`config.mk`:
```
export PLATFORM = sky130hd
export DESIGN_NAME = cpu_phase_ctl
export DESIGN_NICKNAME = d
export VERILOG_FILES = /design/src/rtl/cpu_phase_ctl.sv
export SDC_FILE = /design/constraint.sdc
export NUM_CORES = 1
export LEC_CHECK = 0
export ABC_CLOCK_PERIOD_IN_PS = 1600
export BUFFER_PORTS_ARGS = -buffer_cell sky130_fd_sc_hd__buf_2
export CORE_UTILIZATION = 49
export CTS_BUF_LIST = sky130_fd_sc_hd__clkbuf_4 sky130_fd_sc_hd__clkbuf_8
export CTS_CLUSTER_SIZE = 24
export DETAILED_ROUTE_END_ITERATION = 10
export PLACE_DENSITY = 0.75
export RECOVER_POWER = 50
export SYNTH_ARGS = -nofsm -noshare
export SYNTH_HDL_FRONTEND = slang
export SYNTH_SLANG_ARGS = --single-unit
```
`constraint.sdc`:
```
create_clock -name master_clk -period 1.6 [get_ports master_clk]
set_input_delay 0.32 -clock master_clk [delete_from_list [all_inputs] [get_ports master_clk]]
set_output_delay 0.32 -clock master_clk [all_outputs]
set_load 0.01 [all_outputs]
```
`src/rtl/cpu_phase_ctl.sv`:
```
// Phase/clock controller for the VeriRISC CPU: a 16-phase counter on master_clk
// produces the CPU timing strobes, with run/stop, single-step and halt capture.
module cpu_phase_ctl #(
    parameter int ICOUNT_W = 16
) (
    input  logic                master_clk,
    input  logic                reset,
    input  logic                run,
    input  logic                step,
    input  logic                clear_halt,
    input  logic                halt,
    output logic                cntrl_clk,
    output logic                clk,
    output logic                fetch,
    output logic                alu_clk,
    output logic [3:0]          phase,
    output logic                busy,
    output logic                halted,
    output logic [ICOUNT_W-1:0] instr_count
);

    typedef enum logic [1:0] {
        S_IDLE,
        S_RUN,
        S_STEP,
        S_HALTED
    } state_t;

    state_t                state;
    state_t                state_nxt;
    logic [3:0]            phase_nxt;
    logic [ICOUNT_W-1:0]   count_nxt;
    logic                  active;
    logic                  boundary;

    assign active   = (state == S_RUN) || (state == S_STEP);
    assign boundary = active && (phase == 4'd15);

    // NOTE: sequential state uses non-blocking assignments so every register
    // samples the pre-edge values of the others.
    always_ff @(posedge master_clk or posedge reset) begin
        if (reset) begin
            state       <= S_IDLE;
            phase       <= 4'd0;
            instr_count <= '0;
        end else begin
            state       <= state_nxt;
            phase       <= phase_nxt;
            instr_count <= count_nxt;
        end
    end

    // NOTE: every output of this block is given a default first so no path
    // through the case statement leaves a signal unassigned (no latches).
    always_comb begin
        state_nxt = state;
        phase_nxt = 4'd0;
        count_nxt = instr_count;

        if (active) begin
            phase_nxt = phase + 4'd1;
        end

        // The retiring instruction is counted before the exit decision.
        if (boundary && (instr_count != '1)) begin
            count_nxt = instr_count + ICOUNT_W'(1);
        end

        unique case (state)
            S_IDLE: begin
                if (run) begin
                    state_nxt = S_RUN;
                end else if (step) begin
                    state_nxt = S_STEP;
                end
            end
            S_RUN: begin
                if (boundary) begin
                    if (halt) begin
                        state_nxt = S_HALTED;
                    end else if (!run) begin
                        state_nxt = S_IDLE;
                    end
                end
            end
            S_STEP: begin
                if (boundary) begin
                    state_nxt = halt ? S_HALTED : S_IDLE;
                end
            end
            S_HALTED: begin
                if (clear_halt) begin
                    state_nxt = S_IDLE;
                end
            end
            default: state_nxt = S_IDLE;
        endcase
    end

    // Timing strobes decode from phase alone, so reset drives idle levels at once.
    assign cntrl_clk = ~phase[0];
    assign clk       = phase[1];
    assign fetch     = ~phase[3];
    assign alu_clk   = ~(phase == 4'd12);

    assign busy   = active;
    assign halted = (state == S_HALTED);

endmodule

```
==> results of run 1 <==
placed cells by master (no fill, tap or decap), types with 2 or more instances in the layout:
cell type	n
and2_1	3
buf_2	30
buf_4	29
buf_6	8
clkbuf_4	3
dfrtp_1	21
ha_1	5
ha_2	2
inv_1	8
inv_2	3
mux2_2	2
mux2_4	2
nand2_1	5
nand3_1	7
nand4_1	4
nor2_1	3
nor2_4	3
nor2b_1	2
nor3_4	4
nor4_4	3
xnor2_1	4
xnor2_2	2
xor2_1	8
worst reg2reg max path, stage by stage (launching register included):
cell	delay, ns
dfrtp_1	0.39
inv_2	0.06
ha_4	0.28
and4_4	0.24
buf_12	0.11
o41ai_4	0.07
buf_6	0.16
nor4_4	0.15
xor2_1	0.19
layout make-up:
type                    count  area, µm²  area share, %
clock buffers               4       36.3           1.87
inverters                  11       41.3           2.13
multi-input cells          77        782           40.3
flip-flops and latches     22        552           28.5
well taps                  28       35.0           1.81
repair buffers             70        493           25.4
sequential cells by signal, summed over array words and instances (netlist names):
signal,cells
state,2
phase,4
instr_count,16
worst max path at each step:
| stage | depth (start not counted) | from | to |
|---|---|---|---|
| after floorplan | 6 | state[1] | state[1] |
| after global placement | 3 | instr_count[15] | instr_count[1] |
| after detailed placement | 7 | state[1] | instr_count[10] |
| after CTS | 6 | state[1] | state[1] |
| after global routing | 7 | state[1] | state[0] |
| final | 8 | state[1] | instr_count[10] |
kinds of logic (layout without fill, tap and decap cells):
kind of cell	Yosys count	after routing	share of synthesized area, %
flops	22	22	44.8
compound gates	7	7	5.19
buf+inv	13	85	4.88
fa+ha+maj	8	8	8.14
mux	5	5	4.78
simple gates	43	43	22.3
xor+xnor	14	14	9.97
where the power goes:
group / switching (µW) / internal, µW / total (µW)
registers: 40.6 / 608 / 649
clock network: 179 / 139 / 318
logic: 388 / 516 / 904
total: 607 / 1260 / 1870
repair_timing:
action                     CTS  global route
setup endpoints to repair   16            19
gates resized for setup     21            11
pin swaps                   10            11
hold buffers                 1             0
setup buffers                7             2
hold endpoints to repair    10             0
metrics by stage:
step | instance area [µm²] | power [µW] | utilization (%) | hold WS (ns)
finish | 1940 | 1870 | 84.4 | 0.367
global route | 1940 | 1990 | 84.4 | 0.439
CTS | 1870 | 1820 | 81.5 | 0.364
detailed placement | 1670 | 1370 | 72.8 | 0.343
global placement | 1670 | 1320 | 72.8 | 0.329
floorplan | 1270 | 1070 | - | 0.309
routing by layer:
layer / up-vias / GRT usage [%] / part of all wire [%]
met2: 26 / 46.4 / 56
met3: 4 / 2.63 / 3.0
met4: 0 / 9.91 / 0.64
met1: 547 / 30.8 / 41
li1: 533 / - / -
met5: - / 0 / 0
==> results.txt, run 1 <==
Setup TNS -> -0.980 ns
Failing checks -> negative setup slack
Drt drc -> 0
Slowest stage delay, CP -> 0.39 ns
Post-synthesis cell count -> 112
Cell taking the most area after synthesis -> dfrtp_1
Top cells by count, synth -> dfrtp_1, inv_1, ha_1, xor2_1
Post-synth ARST share -> 100%
Setup ws final -> -0.117 ns
Fin. max-slew vios -> 0
WL final -> 3260 µm
Syn Nets -> 126
Port bufs -> 31
Slowest library cell on the worst path -> dfrtp_1
Area growth from synthesis to layout -> 57.7%
Post-synth top area share -> 44.8%
Arrival time worst endpoint -> 1.96 ns
CP Capture Type -> register
Hold WC Path Type -> input pin to register
Post-Synthesis Cell Area -> 1230 µm²
Hold path start -> run
Post-Place Cells -> 198
Number of synthesized flops with an enable pin -> 0
PD cells -> 964 nW/µm²
Buffers & Inverters on Critical Path -> 3
Hold Path Sink -> state[0]
Initial antenna violation count -> 0
Root Buffer -> clkbuf_4
Worst VDD drop -> 0.989 mV
Worst Setup Start Kind -> register
First-pass DRT Iterations -> 4
Final worst-path cycle share -> 107%
Routed Antenna Nets -> 0
Filler cells -> 130
Skew-Pair Late Insertion Delay -> 0.31 ns
Top-count cell post-synth -> dfrtp_1
Vias in the first global route -> 1,134
Seq cells post-synth -> 22
Maximum fanout along the worst path -> 6
Main area contributors after synthesis -> dfrtp_1, ha_1, xor2_1, xnor2_1, inv_1
Die Width -> 52.1 µm
Slew @ Worst Pin -> 0.438 ns
CTS tree -> done
CTS clock-pin slew for the worst setup and hold paths -> 0.13 ns
Initial Util -> 53.5%
GP Congestion -> 0.847
Top delay family on crit path -> flip-flops
Slew Limit Headroom -> 70.7%
Initial DRC Count -> 27
ANT cells -> 0
Core area -> 2300 µm²
RSZ-0062 raised after global routing -> true
CP Cell Sequence -> inv_2, ha_4, and4_4, buf_12, o41ai_4, buf_6, nor4_4, xor2_1
Die area -> 2710 µm²
H-tree depth -> 1
Hold Vio Cnt, Final -> 0
Worst Skew -> 0.00755 ns
Post-synth top flop -> dfrtp_1
Layout net count -> 199
Leak pwr -> 0.00111 µW
Largest net degree at the start of global routing -> 13
Worst R2R Path Depth -> 8
I/O pins -> 32
Clock Sinks -> 22
Number of library cell types mapped by synthesis -> 35
Setup violators final -> 15
WS Path Type -> register to register
Avg WL per Cell -> 15.4 µm
GRT overflow -> 0
R2R Path Start -> state[1]
Status -> complete, but fails checks
Cts bufs inserted -> 3
Data required time of the worst path -> 1.84 ns
Dpl hpwl -> 2230 µm
Seq/Total Area, Yosys -> 44.8%
Worst reg2reg setup slack -> -0.12 ns
R2R Path End -> instr_count[10]
Bufs on Longest Clock Path -> 2
First-pass GRT wire length -> 5040 µm
Std cell rows -> 17
DR vias -> 1,110
Gr usage total -> 25.7%
Synth warnings -> 0
Layout cells sized above 1 -> 57.6%
Die H -> 52.1 µm
Non-filler cells in the finished layout -> 212
Hold Path Stages -> 3
Avg Cell Area, Syn -> 11.0 µm²
Worst slack, placed -> -0.181 ns
Via density -> 5.24
Max frequency -> 582 MHz
# Max-Cap Violations -> 0
Post-route minimum period -> 1.72 ns
Note: power is estimated with default switching activity, not from simulation.
==> run 2, diff against run 1 <==
PLACE_DENSITY = not set   (was 0.75)
PLACE_DENSITY_LB_ADDON = 0.3   (was not set)
==> results.txt, run 2 (synthesis gave the netlist of run 1 again) <==
H-tree depth -> 1 (unchanged)
Filler cells -> 132 (was 130)
Data required time of the worst path -> 1.80 ns (was 1.84 ns)
GP Congestion -> 0.852 (was 0.847)
GRT overflow -> 0 (unchanged)
Top delay family on crit path -> flip-flops (unchanged)
Slew @ Worst Pin -> 1.19 ns (was 0.438 ns)
Hold WC Path Type -> input pin to asynchronous set/reset pin (was input pin to register)
Area growth from synthesis to layout -> 56.2% (was 57.7%)
Slowest stage delay, CP -> 0.40 ns (was 0.39 ns)
Largest Register -> instr_count (unchanged)
Maximum fanout along the worst path -> 4 (was 6)
Worst hold margin -> 0.352 ns (was 0.367 ns)
Regs by FF count -> instr_count x16, phase x4, state x2 (unchanged)
Largest net degree at the start of global routing -> 23 (was 13)
Std cell rows -> 17 (unchanged)
RSZ-0062 raised after global routing -> true (unchanged)
CTS clock-pin slew for the worst setup and hold paths -> 0.14 ns (was 0.13 ns)
Via density -> 5.56 (was 5.24)
Routed Antenna Nets -> 0 (unchanged)
WL final -> 3450 µm (was 3260 µm)
P_sw -> 619 µW (was 607 µW)
Die Width -> 52.1 µm (unchanged)
Dpl hpwl -> 2230 µm (about the same)
Status -> complete, but fails checks (unchanged)
Internal power -> 1190 µW (was 1260 µW)
Clock Sinks -> 22 (unchanged)
Number of flip-flops in the largest register -> 16 (unchanged)
CTS tree -> done (unchanged)
Worst Setup Start Kind -> register (unchanged)
CP Cell Sequence -> inv_2, ha_4, and4_4, a21oi_2, a221oi_2, mux2_4 (was inv_2, ha_4, and4_4, buf_12, o41ai_4, buf_6, nor4_4, xor2_1)
Setup ws final -> -0.185 ns (was -0.117 ns)
Port bufs -> 31 (unchanged)
CP Capture Type -> register (unchanged)
PD cells -> 940 nW/µm² (was 964 nW/µm²)
Combinational power share -> 47.6% (was 48.3%)
First-pass GRT wire length -> 5150 µm (was 5040 µm)
Initial DRC Count -> 19 (was 27)
Worst VDD drop -> 0.883 mV (was 0.989 mV)
Fin. max-slew vios -> 0 (unchanged)
Failing checks -> negative setup slack (unchanged)
Final worst-path cycle share -> 112% (was 107%)
Avg WL per Cell -> 16.6 µm (was 15.4 µm)
Arrival time worst endpoint -> 1.99 ns (was 1.96 ns)
DR vias -> 1,156 (was 1,110)
Most common cell after layout, fill and taps aside -> buf_2 (unchanged)
Sequential Power Share -> 36.3% (was 34.7%)
Hold Vio Cnt, Final -> 0 (unchanged)
Slew Limit Headroom -> 20.8% (was 70.7%)
Clk network pwr share -> 16.1% (was 17.0%)
First-pass DRT Iterations -> 4 (unchanged)
Leak pwr -> 0.00109 µW (was 0.00111 µW)
Initial Util -> 53.5% (unchanged)
Worst Skew -> 0.0166 ns (was 0.00755 ns)
Initial antenna violation count -> 0 (unchanged)
Layout cells sized above 1 -> 57.8% (was 57.6%)
# Max-Cap Violations -> 0 (unchanged)
Buffers & Inverters on Critical Path -> 1 (was 3)
Drt drc -> 0 (unchanged)
WS Path Type -> register to register (unchanged)
Die H -> 52.1 µm (unchanged)
Setup violators final -> 17 (was 15)
Layout net count -> 195 (was 199)
Bufs on Longest Clock Path -> 2 (unchanged)
Slowest library cell on the worst path -> dfrtp_1 (unchanged)
Switching share of power -> 34.3% (was 32.5%)
Root Buffer -> clkbuf_4 (unchanged)
Core area -> 2300 µm² (unchanged)
Die area -> 2710 µm² (unchanged)
Most frequent cells in the layout -> buf_2, buf_4, dfrtp_1, xor2_1 (was buf_2, buf_4, dfrtp_1)
Skew-Pair Late Insertion Delay -> 0.32 ns (was 0.31 ns)
Post-route minimum period -> 1.79 ns (was 1.72 ns)
I/O pins -> 32 (unchanged)
Cts bufs inserted -> 3 (unchanged)
Setup TNS -> -1.29 ns (was -0.980 ns)
ANT cells -> 0 (unchanged)
Gr usage total -> 26.7% (was 25.7%)
Max frequency -> 560 MHz (was 582 MHz)
Vias in the first global route -> 1,122 (was 1,134)
==> run 2: timing repair <==
item                       in CTS  in global routing
buffers inserted                4                  2
setup endpoints to repair      18                 20
hold buffers                    0                  0
pin swaps                       9                 11
gates resized for setup        24                 12
==> run 2: per-stage QoR <==
step	utilization, %	total power [µW]	setup WS (ns)	instances	instance area, µm²
floorplan	-	1070	-0.133	112	1270
global placement	73.1	1320	-0.0977	199	1680
detailed placement	73.1	1380	-0.184	199	1680
CTS	80.7	1730	-0.130	207	1850
global route	83.6	1910	-0.281	208	1920
finish	83.6	1810	-0.185	208	1920
==> run 2: layer usage <==
metal  global-route usage (%)  wire length (µm)  vias up
li1                         -                 -      529
met1                     31.4              1470      590
met2                     49.8              1820       30
met3                     3.22               113        7
met4                     7.66                54        0
met5                        0                 0        -
==> run 2: area by class of cell <==
type / count / area [µm²] / area share, %
inverter: 11 / 43.8 / 2.28
timing repair buffer: 66 / 455 / 23.7
multi-input combinational: 77 / 805 / 41.9
sequential: 22 / 552 / 28.7
tap: 28 / 35.0 / 1.82
clock buffer: 4 / 30.0 / 1.56
==> run 2: power groups by stage <==
| stage | sequential, µW | clock [µW] | combinational (µW) |
|---|---|---|---|
| after global routing | 662 | 314 | 931 |
| after global placement | 652 | 0 | 671 |
| after CTS | 649 | 287 | 794 |
| final | 654 | 291 | 860 |
| after floorplan | 682 | 0 | 384 |
| after detailed placement | 657 | 0 | 723 |
==> run 2: path summary, 6_finish.rpt <==
path | slack [ns] | startpoint | cells past startpoint | to
setup / recovery | -0.19 | state[0] | 6 | state[1]
hold reg to reg | 0.57 | instr_count[10] | 2 | instr_count[10]
max in group asynchronous | 0.47 | reset | 3 | instr_count[0]
setup reg to reg | -0.19 | state[0] | 6 | state[1]
hold / removal | 0.35 | reset | 3 | phase[0]
min in group master_clk | 0.41 | run | 3 | state[0]
==> run 2: worst min-delay path, cell delays in order <==
cell and delay [ns]:
buf_2 0.10, inv_1 0.04, clkbuf_1 0.86
==> run 3, diff against run 2 <==
PLACE_DENSITY_LB_ADDON = 0.1   (was 0.3)
==> results.txt, run 3 (synthesis gave the netlist of run 1 again) <==
Layout cells sized above 1 -> 56.4% (was 57.8%)
WS Path Type -> register to register (unchanged)
Setup TNS -> -0.761 ns (was -1.29 ns)
Avg WL per Cell -> 13.0 µm (was 16.6 µm)
# Max-Cap Violations -> 0 (unchanged)
Port bufs -> 31 (unchanged)
Hold Vio Cnt, Final -> 0 (unchanged)
Power Total -> 1830 µW (was 1810 µW)
R2R Path End -> instr_count[2] (was state[1])
Leak pwr -> 0.000995 µW (was 0.00109 µW)
Clock Sinks -> 22 (unchanged)
CP Capture Type -> register (unchanged)
Skew-Pair Late Insertion Delay -> 0.30 ns (was 0.32 ns)
First-pass DRT Iterations -> 4 (unchanged)
Worst VDD drop -> 0.932 mV (was 0.883 mV)
Initial DRC Count -> 6 (was 19)
Die H -> 52.1 µm (unchanged)
Largest Register -> instr_count (unchanged)
Layout net count -> 196 (was 195)
Post-cts hold buffer count -> 0 (unchanged)
DR vias -> 1,050 (was 1,156)
Bufs on Longest Clock Path -> 2 (unchanged)
Setup violators final -> 13 (was 17)
Max frequency -> 589 MHz (was 560 MHz)
Arrival time worst endpoint -> 1.92 ns (was 1.99 ns)
H-tree depth -> 1 (unchanged)
Data required time of the worst path -> 1.82 ns (was 1.80 ns)
ANT cells -> 0 (unchanged)
Slew Limit Headroom -> 19.6% (was 20.8%)
Dpl hpwl -> 2020 µm (was 2230 µm)
Routed Antenna Nets -> 0 (unchanged)
R2R Path Start -> state[0] (unchanged)
Worst R2R Path Depth -> 8 (was 6)
End-of-flow core utilization -> 80.7% (was 83.6%)
Final worst-path cycle share -> 106% (was 112%)
Status -> complete, but fails checks (unchanged)
Fin. max-slew vios -> 0 (unchanged)
GRT overflow -> 0 (unchanged)
Setup ws final -> -0.0974 ns (was -0.185 ns)
Vias in the first global route -> 1,055 (was 1,122)
Post-route minimum period -> 1.70 ns (was 1.79 ns)
RSZ-0062 raised after global routing -> true (unchanged)
Non-filler cells in the finished layout -> 209 (was 208)
Most frequent cells in the layout -> buf_4, buf_2, dfrtp_1, xor2_1 (was buf_2, buf_4, dfrtp_1, xor2_1)
Via density -> 5.02 (was 5.56)
Cts bufs inserted -> 3 (unchanged)
Drt drc -> 0 (unchanged)
Initial antenna violation count -> 0 (unchanged)
Post-Place Cells -> 199 (unchanged)
Gr usage total -> 22.1% (was 26.7%)
Maximum fanout along the worst path -> 5 (was 4)
CTS tree -> done (unchanged)
Die area -> 2710 µm² (unchanged)
First-pass GRT wire length -> 4440 µm (was 5150 µm)
Most common cell after layout, fill and taps aside -> buf_4 (was buf_2)
WL final -> 2730 µm (was 3450 µm)
GP Congestion -> 0.853 (was 0.852)
Regs by FF count -> instr_count x16, phase x4, state x2 (unchanged)
Root Buffer -> clkbuf_4 (unchanged)
Hold WC Path Type -> input pin to asynchronous set/reset pin (unchanged)
Number of flip-flops in the largest register -> 16 (unchanged)
I/O pins -> 32 (unchanged)
Largest net degree at the start of global routing -> 23 (unchanged)
Worst Setup Start Kind -> register (unchanged)
Core area -> 2300 µm² (unchanged)
Initial Util -> 53.5% (unchanged)
Die Width -> 52.1 µm (unchanged)
PD cells -> 988 nW/µm² (was 940 nW/µm²)
Slew @ Worst Pin -> 1.21 ns (was 1.19 ns)
Std cell rows -> 17 (unchanged)
CTS clock-pin slew for the worst setup and hold paths -> 0.13 ns (was 0.14 ns)
Failing checks -> negative setup slack (unchanged)
Worst reg2reg setup slack -> -0.1 ns (was -0.19 ns)
Worst Skew -> 0.00857 ns (was 0.0166 ns)
Origin of the worst setup path -> state[0] (unchanged)
Area growth from synthesis to layout -> 50.7% (was 56.2%)
==> run 3: timing repair <==
item	CTS	global route
gates resized for setup	14	10
buffers inserted	3	3
pin swaps	5	8
setup endpoints to repair	15	20
cloned	0	0
endpoints found under the hold margin	0	0
==> run 3: how the worst max path moves through the flow <==
stage | cells after the start | slack, ns | to
6_report | 8 | -0.1 | instr_count[2]
5_1_grt | 7 | -0.17 | state[0]
4_1_cts | 7 | -0.09 | instr_count[1]
3_5_place_dp | 3 | -0.16 | instr_count[1]
3_3_place_gp | 3 | -0.11 | instr_count[1]
2_1_floorplan | 6 | -0.13 | state[1]
==> run 3: metrics by stage <==
step,setup WS (ns),cell area [µm²],hold slack (ns)
floorplan,-0.133,1270,0.309
global placement,-0.113,1670,0.363
detailed placement,-0.157,1670,0.371
CTS,-0.0897,1800,0.0239
global route,-0.174,1850,0.444
finish,-0.0974,1850,0.375
==> run 3: layer usage <==
layer	routed length, µm	vias to the layer above	GRT usage (%)	part of all wire [%]
li1	-	529	-	-
met1	1170	498	27.1	43
met2	1480	23	41.7	54
met3	73	0	2.63	2.7
met4	0	0	2.70	0
met5	0	-	0	0
==> run 3: layout make-up <==
| class | instances | area, µm² |
|---|---|---|
| multi-input cells | 77 | 741 |
| flip-flops and latches | 22 | 552 |
| fillers | 153 | 444 |
| repair buffers | 67 | 443 |
| inverters | 11 | 46.3 |
| clock buffers | 4 | 36.3 |
| well taps | 28 | 35.0 |
==> run 3: power breakdown <==
group          internal, µW  switching, µW  leakage, µW
registers               608           40.9     0.000297
logic                   494            381     0.000677
clock network           139            166    0.0000210
total                  1240            589     0.000995
==> run 3: worst max-delay path, stage by stage (launching register included) <==
cell and delay, ns:
dfrtp_1 0.38, inv_2 0.06, ha_4 0.28, and4_4 0.22
buf_4 0.13, o41ai_4 0.07, buf_4 0.17, nor2_2 0.12
xor2_1 0.20
